`src/rtl/wb_write_buffer.sv`:
```
// Posted-write buffer between a cache outbus and a pipelined Wishbone memory port.
// Writes are acknowledged as soon as they land in a DEPTH-entry FIFO and are
// drained to memory one at a time; reads wait until the FIFO is empty and then
// run a single memory read, so a read never overtakes an earlier posted write.
//
// Ports
//   clk_i, rst_i        clock, asynchronous active-high reset
//   in_*                upstream pipelined Wishbone slave (adr/cyc/stb/we/sel/dat in,
//                       ack/stall/dat out); in_stall_o is combinational
//   out_*               memory-side pipelined Wishbone master
//   wbuf_count_o        FIFO occupancy, 0..DEPTH
module wb_write_buffer #(
  parameter int unsigned DEPTH  = 4,
  parameter int unsigned AWIDTH = 32
) (
  input  logic                     clk_i,
  input  logic                     rst_i,
  input  logic [AWIDTH-1:0]        in_adr_i,
  input  logic                     in_cyc_i,
  input  logic                     in_stb_i,
  input  logic                     in_we_i,
  input  logic [3:0]               in_sel_i,
  input  logic [31:0]              in_dat_i,
  output logic                     in_ack_o,
  output logic                     in_stall_o,
  output logic [31:0]              in_dat_o,
  output logic [AWIDTH-1:0]        out_adr_o,
  output logic                     out_cyc_o,
  output logic                     out_stb_o,
  output logic                     out_we_o,
  output logic [3:0]               out_sel_o,
  output logic [31:0]              out_dat_o,
  input  logic                     out_ack_i,
  input  logic                     out_stall_i,
  input  logic [31:0]              out_dat_i,
  output logic [$clog2(DEPTH):0]   wbuf_count_o
);

  localparam int unsigned PW = $clog2(DEPTH);
  localparam int unsigned CW = PW + 1;

  typedef struct packed {
    logic [AWIDTH-1:0] adr;
    logic [3:0]        sel;
    logic [31:0]       dat;
  } entry_t;

  typedef enum logic [2:0] {IDLE, WRITE, WWAIT, READ, RWAIT, RDONE} state_t;

  state_t        state;
  entry_t        mem [DEPTH];
  entry_t        in_entry;
  entry_t        next_head;
  logic [PW-1:0] rd_ptr;
  logic [PW-1:0] wr_ptr;
  logic [PW-1:0] rd_nxt;
  logic [CW-1:0] count_nxt;
  logic          full;
  logic          rd_busy;
  logic          push;
  logic          pop;
  logic          rd_acc;

  assign in_entry = {in_adr_i, in_sel_i, in_dat_i};
  assign full     = (wbuf_count_o == CW'(DEPTH));
  assign rd_busy  = (state == READ) || (state == RWAIT) || (state == RDONE);

  // A read is held off while anything is buffered or the memory port is busy.
  assign in_stall_o = full | rd_busy |
                      (in_stb_i & ~in_we_i & ((wbuf_count_o != '0) | (state != IDLE)));

  assign push   = in_cyc_i & in_stb_i & in_we_i & ~in_stall_o;
  assign rd_acc = in_cyc_i & in_stb_i & ~in_we_i & ~in_stall_o;
  assign pop    = (state == WWAIT) & out_ack_i;
  assign rd_nxt = rd_ptr + PW'(1);

  // Occupancy after this cycle's push/pop.
  always_comb begin
    count_nxt = wbuf_count_o;
    if (push && !pop) begin
      count_nxt = wbuf_count_o + CW'(1);
    end else if (pop && !push) begin
      count_nxt = wbuf_count_o - CW'(1);
    end
  end

  // Head after a pop; forward the incoming entry when it lands in that very slot.
  always_comb begin
    next_head = mem[rd_nxt];
    if (push && (wr_ptr == rd_nxt)) begin
      next_head = in_entry;
    end
  end

  // FIFO storage; contents need no reset since pointers define validity.
  always_ff @(posedge clk_i) begin
    if (push) begin
      mem[wr_ptr] <= in_entry;
    end
  end

  // FIFO pointers and occupancy.
  always_ff @(posedge clk_i or posedge rst_i) begin
    if (rst_i) begin
      wr_ptr       <= '0;
      rd_ptr       <= '0;
      wbuf_count_o <= '0;
    end else begin
      if (push) begin
        wr_ptr <= wr_ptr + PW'(1);
      end
      if (pop) begin
        rd_ptr <= rd_nxt;
      end
      wbuf_count_o <= count_nxt;
    end
  end

  // Memory-side sequencer with registered bus outputs.
  always_ff @(posedge clk_i or posedge rst_i) begin
    if (rst_i) begin
      state     <= IDLE;
      in_ack_o  <= 1'b0;
      in_dat_o  <= '0;
      out_adr_o <= '0;
      out_cyc_o <= 1'b0;
      out_stb_o <= 1'b0;
      out_we_o  <= 1'b0;
      out_sel_o <= '0;
      out_dat_o <= '0;
    end else begin
      in_ack_o <= push;
      case (state)
        IDLE: begin
          if (wbuf_count_o != '0) begin
            state     <= WRITE;
            out_cyc_o <= 1'b1;
            out_stb_o <= 1'b1;
            out_we_o  <= 1'b1;
            {out_adr_o, out_sel_o, out_dat_o} <= mem[rd_ptr];
          end else if (rd_acc) begin
            state     <= READ;
            out_cyc_o <= 1'b1;
            out_stb_o <= 1'b1;
            out_we_o  <= 1'b0;
            out_adr_o <= in_adr_i;
            out_sel_o <= in_sel_i;
          end
        end
        WRITE: begin
          if (!out_stall_i) begin
            state     <= WWAIT;
            out_stb_o <= 1'b0;
          end
        end
        WWAIT: begin
          if (out_ack_i) begin
            if (count_nxt != '0) begin
              state     <= WRITE;
              out_stb_o <= 1'b1;
              {out_adr_o, out_sel_o, out_dat_o} <= next_head;
            end else begin
              state     <= IDLE;
              out_cyc_o <= 1'b0;
              out_we_o  <= 1'b0;
            end
          end
        end
        READ: begin
          if (!out_stall_i) begin
            state     <= RWAIT;
            out_stb_o <= 1'b0;
          end
        end
        RWAIT: begin
          // The read ack is only returned if the requester still holds its cycle.
          if (out_ack_i) begin
            state     <= RDONE;
            in_dat_o  <= out_dat_i;
            in_ack_o  <= in_cyc_i;
            out_cyc_o <= 1'b0;
          end
        end
        RDONE: begin
          state <= IDLE;
        end
        default: begin
          state     <= IDLE;
          out_cyc_o <= 1'b0;
          out_stb_o <= 1'b0;
        end
      endcase
    end
  end

endmodule

```
`config.mk`:
```
export PLATFORM = sky130hd
export DESIGN_NAME = wb_write_buffer
export DESIGN_NICKNAME = d
export VERILOG_FILES = /design/src/rtl/wb_write_buffer.sv
export SDC_FILE = /design/constraint.sdc
export NUM_CORES = 1
export LEC_CHECK = 0
export CAP_MARGIN = 20
export CORE_UTILIZATION = 40
export CTS_BUF_LIST = sky130_fd_sc_hd__clkbuf_16
export DETAILED_ROUTE_END_ITERATION = 6
export HOLD_SLACK_MARGIN = 0.02
export PLACE_DENSITY_LB_ADDON = 0.12
export SLEW_MARGIN = 10
export SYNTH_ARGS = -nofsm -noshare
export SYNTH_HDL_FRONTEND = slang
export SYNTH_SLANG_ARGS = --single-unit
```
`constraint.sdc`:
```
create_clock -name clk_i -period 8.1 [get_ports clk_i]
set_input_delay 0.81 -clock clk_i [delete_from_list [all_inputs] [get_ports clk_i]]
set_output_delay 0.81 -clock clk_i [all_outputs]
set_load 0.01 [all_outputs]
```
=== After elaboration in Yosys (flattened, before gate mapping) ===
Memories as Yosys holds them, arrays and structs flattened.
Cells that the tools add are included.

* Memories: 1
* Register bits: 114
* Output and inout bits: 108
* Bits of input ports: 107
* Bits in writable memories: 272

{| class="wikitable"
|+ Memories
! name !! depth !! bits a word !! read ports !! clocked after Yosys merged registers in !! write ports !! RTL line !! source
|-
| mem || 4 || 68 || 2 || 0 || 1 || 51 || <nowiki>entry_t mem [DEPTH];</nowiki>
|}

* Bitwise operators: 15
* Add/subtract/negate cells: 4
* Mux-type cells: 42
* Equality and inequality tests: 16
* Reductions and logical operators: 22

{| class="wikitable"
|+ Operator list
! operator !! number
|-
| two-way mux 32 bit || 7
|-
| case mux 32 bit (2 select lines) || 2
|-
| two-way mux 68 bit || 1
|-
| two-way mux 3 bit || 8
|-
| two-way mux 4 bit || 4
|-
| two-way mux 1 bit || 15
|-
| case mux 3 bit (5 select lines) || 1
|-
| AND reduction 5 bit || 3
|-
| != test 2 bit, second input constant || 7
|-
| AND reduction 4 bit || 3
|-
| == test 3 bit, second input constant || 3
|-
| nonzero test 3 bit || 3
|-
| bitwise AND 1 bit || 8
|-
| case mux 1 bit (4 select lines) || 2
|-
| case mux 4 bit (2 select lines) || 1
|-
| == test 3 x 2 -> 1 bit, second input constant || 2
|-
| adder 2 x 1 -> 2 bit, second input constant || 2
|-
| NOT 1 bit || 4
|-
| OR reduction 2 bit || 2
|-
| adder 3 x 1 -> 3 bit, second input constant || 1
|-
| == test 3 x 1 -> 1 bit, second input constant || 1
|-
| logical AND 1 bit || 3
|-
| logical NOT 3 bit || 1
|-
| != test 3 bit, second input constant || 1
|-
| 10 further kinds || 14
|}

=== Longest topological paths before layout ===
* Word-level depth: 15
* Depth in mapped cells: 10
* Mapped depth without buffers: 8

=== Worst setup path before layout ===
No wires, ideal clock.

* Kind: reg-to-reg
* Start point: reg wbuf_count_o[0]
* End point: mem mem[0][0] (netlist bit) (enable)
* Path slack: 4.809 ns
* Path buffers: 0
* Data arrival time: 2.857 ns
* Stages on the path, launching flop included: 7
* Path through: dfrtp_1 -> inv_1 -> ha_1 -> nand2_1 -> nand2_1 -> nor2_1 -> and3_1

* Word-level cells in the longest chain between the ends: 8
* Elaborated cells on any way between the ends: 10
* Those cells by class: 1 x eq/ne; 2 x mux; 6 x bitwise; 1 x reduce/logical

{| class="wikitable"
|+ Ends and longest elaborated chain
! element !! RTL line !! source
|-
| start, declared || 36 || <nowiki>output logic [$clog2(DEPTH):0] wbuf_count_o</nowiki>
|-
| start signal, assigned || 115 || <nowiki>wbuf_count_o <= count_nxt;</nowiki>
|-
| nonzero test 3 bit || 70 || <nowiki>(in_stb_i & ~in_we_i & ((wbuf_count_o != '0) | (state != IDLE)));</nowiki>
|-
| bitwise OR 1 bit || 70 ||
|-
| bitwise AND 1 bit || 70 ||
|-
| bitwise OR 1 bit * || 69 || <nowiki>assign in_stall_o = full | rd_busy |</nowiki>
|-
| NOT 1 bit * || 72 || <nowiki>assign push = in_cyc_i & in_stb_i & in_we_i & ~in_stall_o;</nowiki>
|-
| bitwise AND 1 bit * || 72 ||
|-
| two-way mux 1 bit * || 97 || <nowiki>if (push) begin</nowiki>
|-
| two-way mux 1 bit (not written as such) * || 98 || <nowiki>mem[wr_ptr] <= in_entry;</nowiki>
|-
| end, declared || 51 ||
|}

Mark *: on every way between the ends. The rest lies on a longest branch, timed or not.

=== Worst setup path after layout ===
* Start point: reg wbuf_count_o[0]
* End point: out in_stall_o

* Word-level cells in the longest chain between the ends: 4
* Elaborated cells on any way between the ends: 6
* Those cells by class: 1 x eq/ne; 4 x bitwise; 1 x reduce/logical

{| class="wikitable"
|+ Ends and longest elaborated chain
! element !! RTL line !! source
|-
| nonzero test 3 bit || 70 ||
|-
| bitwise OR 1 bit || 70 ||
|-
| bitwise AND 1 bit || 70 ||
|-
| bitwise OR 1 bit * || 69 ||
|-
| end, declared || 25 || <nowiki>output logic in_stall_o,</nowiki>
|}

Marks and branches as above.

==> reports/metrics.yaml <==
crit_chain: "inv_1 -> ha_1 -> nand2_1 -> nand2_1 -> a311o_1 -> clkdlybuf4s50_1"
dieArea_sq_mm: 0.04471
seq_area_frac_synth_pct: 62.81
worstSkewPairLatency_ns: 0.56
syn2layout_area_growth_pct: 23.13
dp_hpwl_um: 23380
grt_max_degree: 79
h-tree-depth: 2
critPathMaxFanout: 6
timing.critical_path.mode_cell: "nand2_1"
path_buf_inv: 2
slew_violations: 0
crit_family: "buffers and inverters"
antenna_found_initial: 6
postCtsSetupRepairBufs: 0
nFillCells: 3687
netlist_area_sq_mm: 0.01755
ys_top_cells_by_area: "edfxtp_1 (47%), mux4_2 (17%), dfrtp_1 (16%), mux2i_1 (3.9%), mux2_2 (2.4%)"
root_buffer: "clkbuf_16"
initial_core_util_pct: 40.64
yosysWarnings: 0
core_sq_mm: 0.04317
synthesis.nets: 1121
period_needed_ns: 3.287
synth_enable_flop_cells: 272
cp-end-kind: "output port"
cts-buffers-inserted: 43
cts_max_path_buffers: 3
seq_area_sq_mm: 0.01103
status: "finished, final reports clean"
viasPerCell: 5.534
max_freq_ghz: 0.3042
dpl_cell_area_sq_mm: 0.02028
maxCapViolations: 0
final_common_cell: "edfxtp_1"
dr.first_iter.drc_count: 617
multi_input_area_sq_mm: 0.006081
holdWs_ns: 0.4864
finalCritPeriodShare_pct: 40.58
worst_pin_slew_ns: 1.091
grt_overflow: 0
crit_start: "wbuf_count_o[0]$_DFF_PP0_"
synth-async-reset-ratio_pct: 29.53
ios: 215
hold_violations: 0
final_cell_mix: "edfxtp_1 (272), clkdlybuf4s50_1 (214), mux4_2 (136), dfrtp_1 (112), mux2i_1 (69)"
drive_gt1_share_pct: 21.24
gr-usage-all-layers_pct: 18.82
cpPeakStageDelay_ns: 0.48
rows: 76
critPathSlowestCell: "clkdlybuf4s50_1"
routedWlPerCell_um: 22.62
hold_path_startpoint: "out_dat_o[24]$_DFFE_PP0P_"
cts_resized: 0
gp_congestion: 0.7630
crit_arrival_ns: 2.48
numPortBuffers: 214
drtPass1Iterations: 5
drc_errors: 0
synth.distinct_cells: 49
die_x_um: 211.4
r2r_start: "rd_ptr[1]$_DFFE_PP0P_"
syn_inst: 1007
synth_top_area_share_pct: 46.55
worstHoldPathType: "register to register"
ys_ff_latch: 386
avgSynthCellArea_sq_um: 17.42
clock_sinks: 386
num-nets-final: 1326
worst_clock_skew_ns: 0.01156
ant_nets: 0
grt_pass1_wl_um: 63390
cp-start-kind: "register"
power_density_mw_per_mm2: 368.1
postCtsHoldBufs: 0
max_slew_margin_pct: 27.27
finalSetupViolations: 0
cts_tree: "done"
synth-main-ff-cell: "edfxtp_1"
cp_data_required_time_ns: 7.29
drt_wl_total_um: 41420
grt_pass1_vias: 10680
cts.clk_slew.worst_paths_ns: 0.06
power_mw: 7.952
worstSetupPathType: "register to output port"
vdd_drop_max_v: 0.0001882
fin_area_sq_mm: 0.02161
leakagePower_nw: 7.504
vias: 10130
tns_ns: 0
grt_setup_unrepaired: "no"
synth_top_area_cell: "edfxtp_1"
die_h_um: 211.4
[per-layer routing]
layer  GRT usage, %  routed length [um]
met2          30.42               19890
met4          5.797                 739
met5              0                  30
met1          25.30               18370
met3          4.302                2379
[logic make-up after synthesis]
logic type                 after synthesis  synth area share [%]
adders and majority gates                7                0.4991
DFF                                    386                 62.81
buffers and inverters                  117                 2.945
and+or+nand+nor                         88                 2.496
muxes                                  272                 25.69
xor gates and xnor gates                 7                0.4564
AOI/OAI and AO/OA                      130                 5.106
[stage by stage]
| stage | instances | worst slack, ns | util [%] |
|---|---|---|---|
| global placement | 1751 | 4.357 | 46.98 |
| floorplan | 1007 | 4.274 | - |
| finish | 1831 | 4.813 | 50.05 |
| CTS | 1827 | 4.728 | 49.98 |
| detailed placement | 1751 | 4.294 | 46.98 |
| global route | 1830 | 4.518 | 50.04 |
[power breakdown]
part           total, mW  internal, mW  leakage (nW)  switching (mW)
clock               1.82          1.05         0.679           0.769
sequential          2.88          2.51          3.79           0.365
combinational       3.25          1.80          3.03            1.46
[registers in the layout, summed over array words and instances, names as in the netlist]
signal	count
in_ack_o	1
in_dat_o	32
mem	272
out_adr_o	32
out_cyc_o	1
out_dat_o	32
out_sel_o	4
out_stb_o	1
out_we_o	1
rd_ptr	2
state	3
wbuf_count_o	3
wr_ptr	2
[final cells by class]
class | count | area share, %
Antenna cell | 3 | 0.03475
Clock buffer | 43 | 4.980
Clock inverter | 33 | 1.019
Inverter | 45 | 0.7934
Multi-Input combinational cell | 504 | 28.14
Sequential cell | 386 | 51.04
Tap cell | 585 | 3.388
Timing Repair Buffer | 232 | 10.60
[worst paths after layout]
path                       cells past startpoint  slack [ns]                         to
max in group asynchronous                      3        5.91    in_dat_o[2]$_DFFE_PP0P_
setup / recovery                               6        4.81                 in_stall_o
hold reg to reg                                1        0.49  out_dat_o[24]$_DFFE_PP0P_
setup reg to reg                               5        4.85  out_dat_o[21]$_DFFE_PP0P_
hold / removal                                 1        0.49  out_dat_o[24]$_DFFE_PP0P_
min in group asynchronous                      2        0.77   in_dat_o[28]$_DFFE_PP0P_
[worst register-to-register path: stages (launching register included)]
cell	delay (ns)
dfrtp_4	1.05
buf_4	0.87
mux4_2	0.65
mux2i_1	0.14
a21oi_1	0.10
mux2_1	0.33
[cell usage after synthesis (4+ instances only)]
cell type	n
dfrtp_1	114
mux2i_1	69
inv_1	45
o21ai_0	37
and3_1	6
nand2_1	14
a21oi_1	37
buf_1	5
mux4_2	136
edfxtp_1	272
clkbuf_1	37
nor2_1	43
mux2_2	37
o32a_1	36
nand2b_1	4
xnor2_1	6
ha_1	7
mux2_1	30
buf_2	23
o21ai_1	5
buf_6	6
Note: power is estimated with default switching activity, not from simulation.
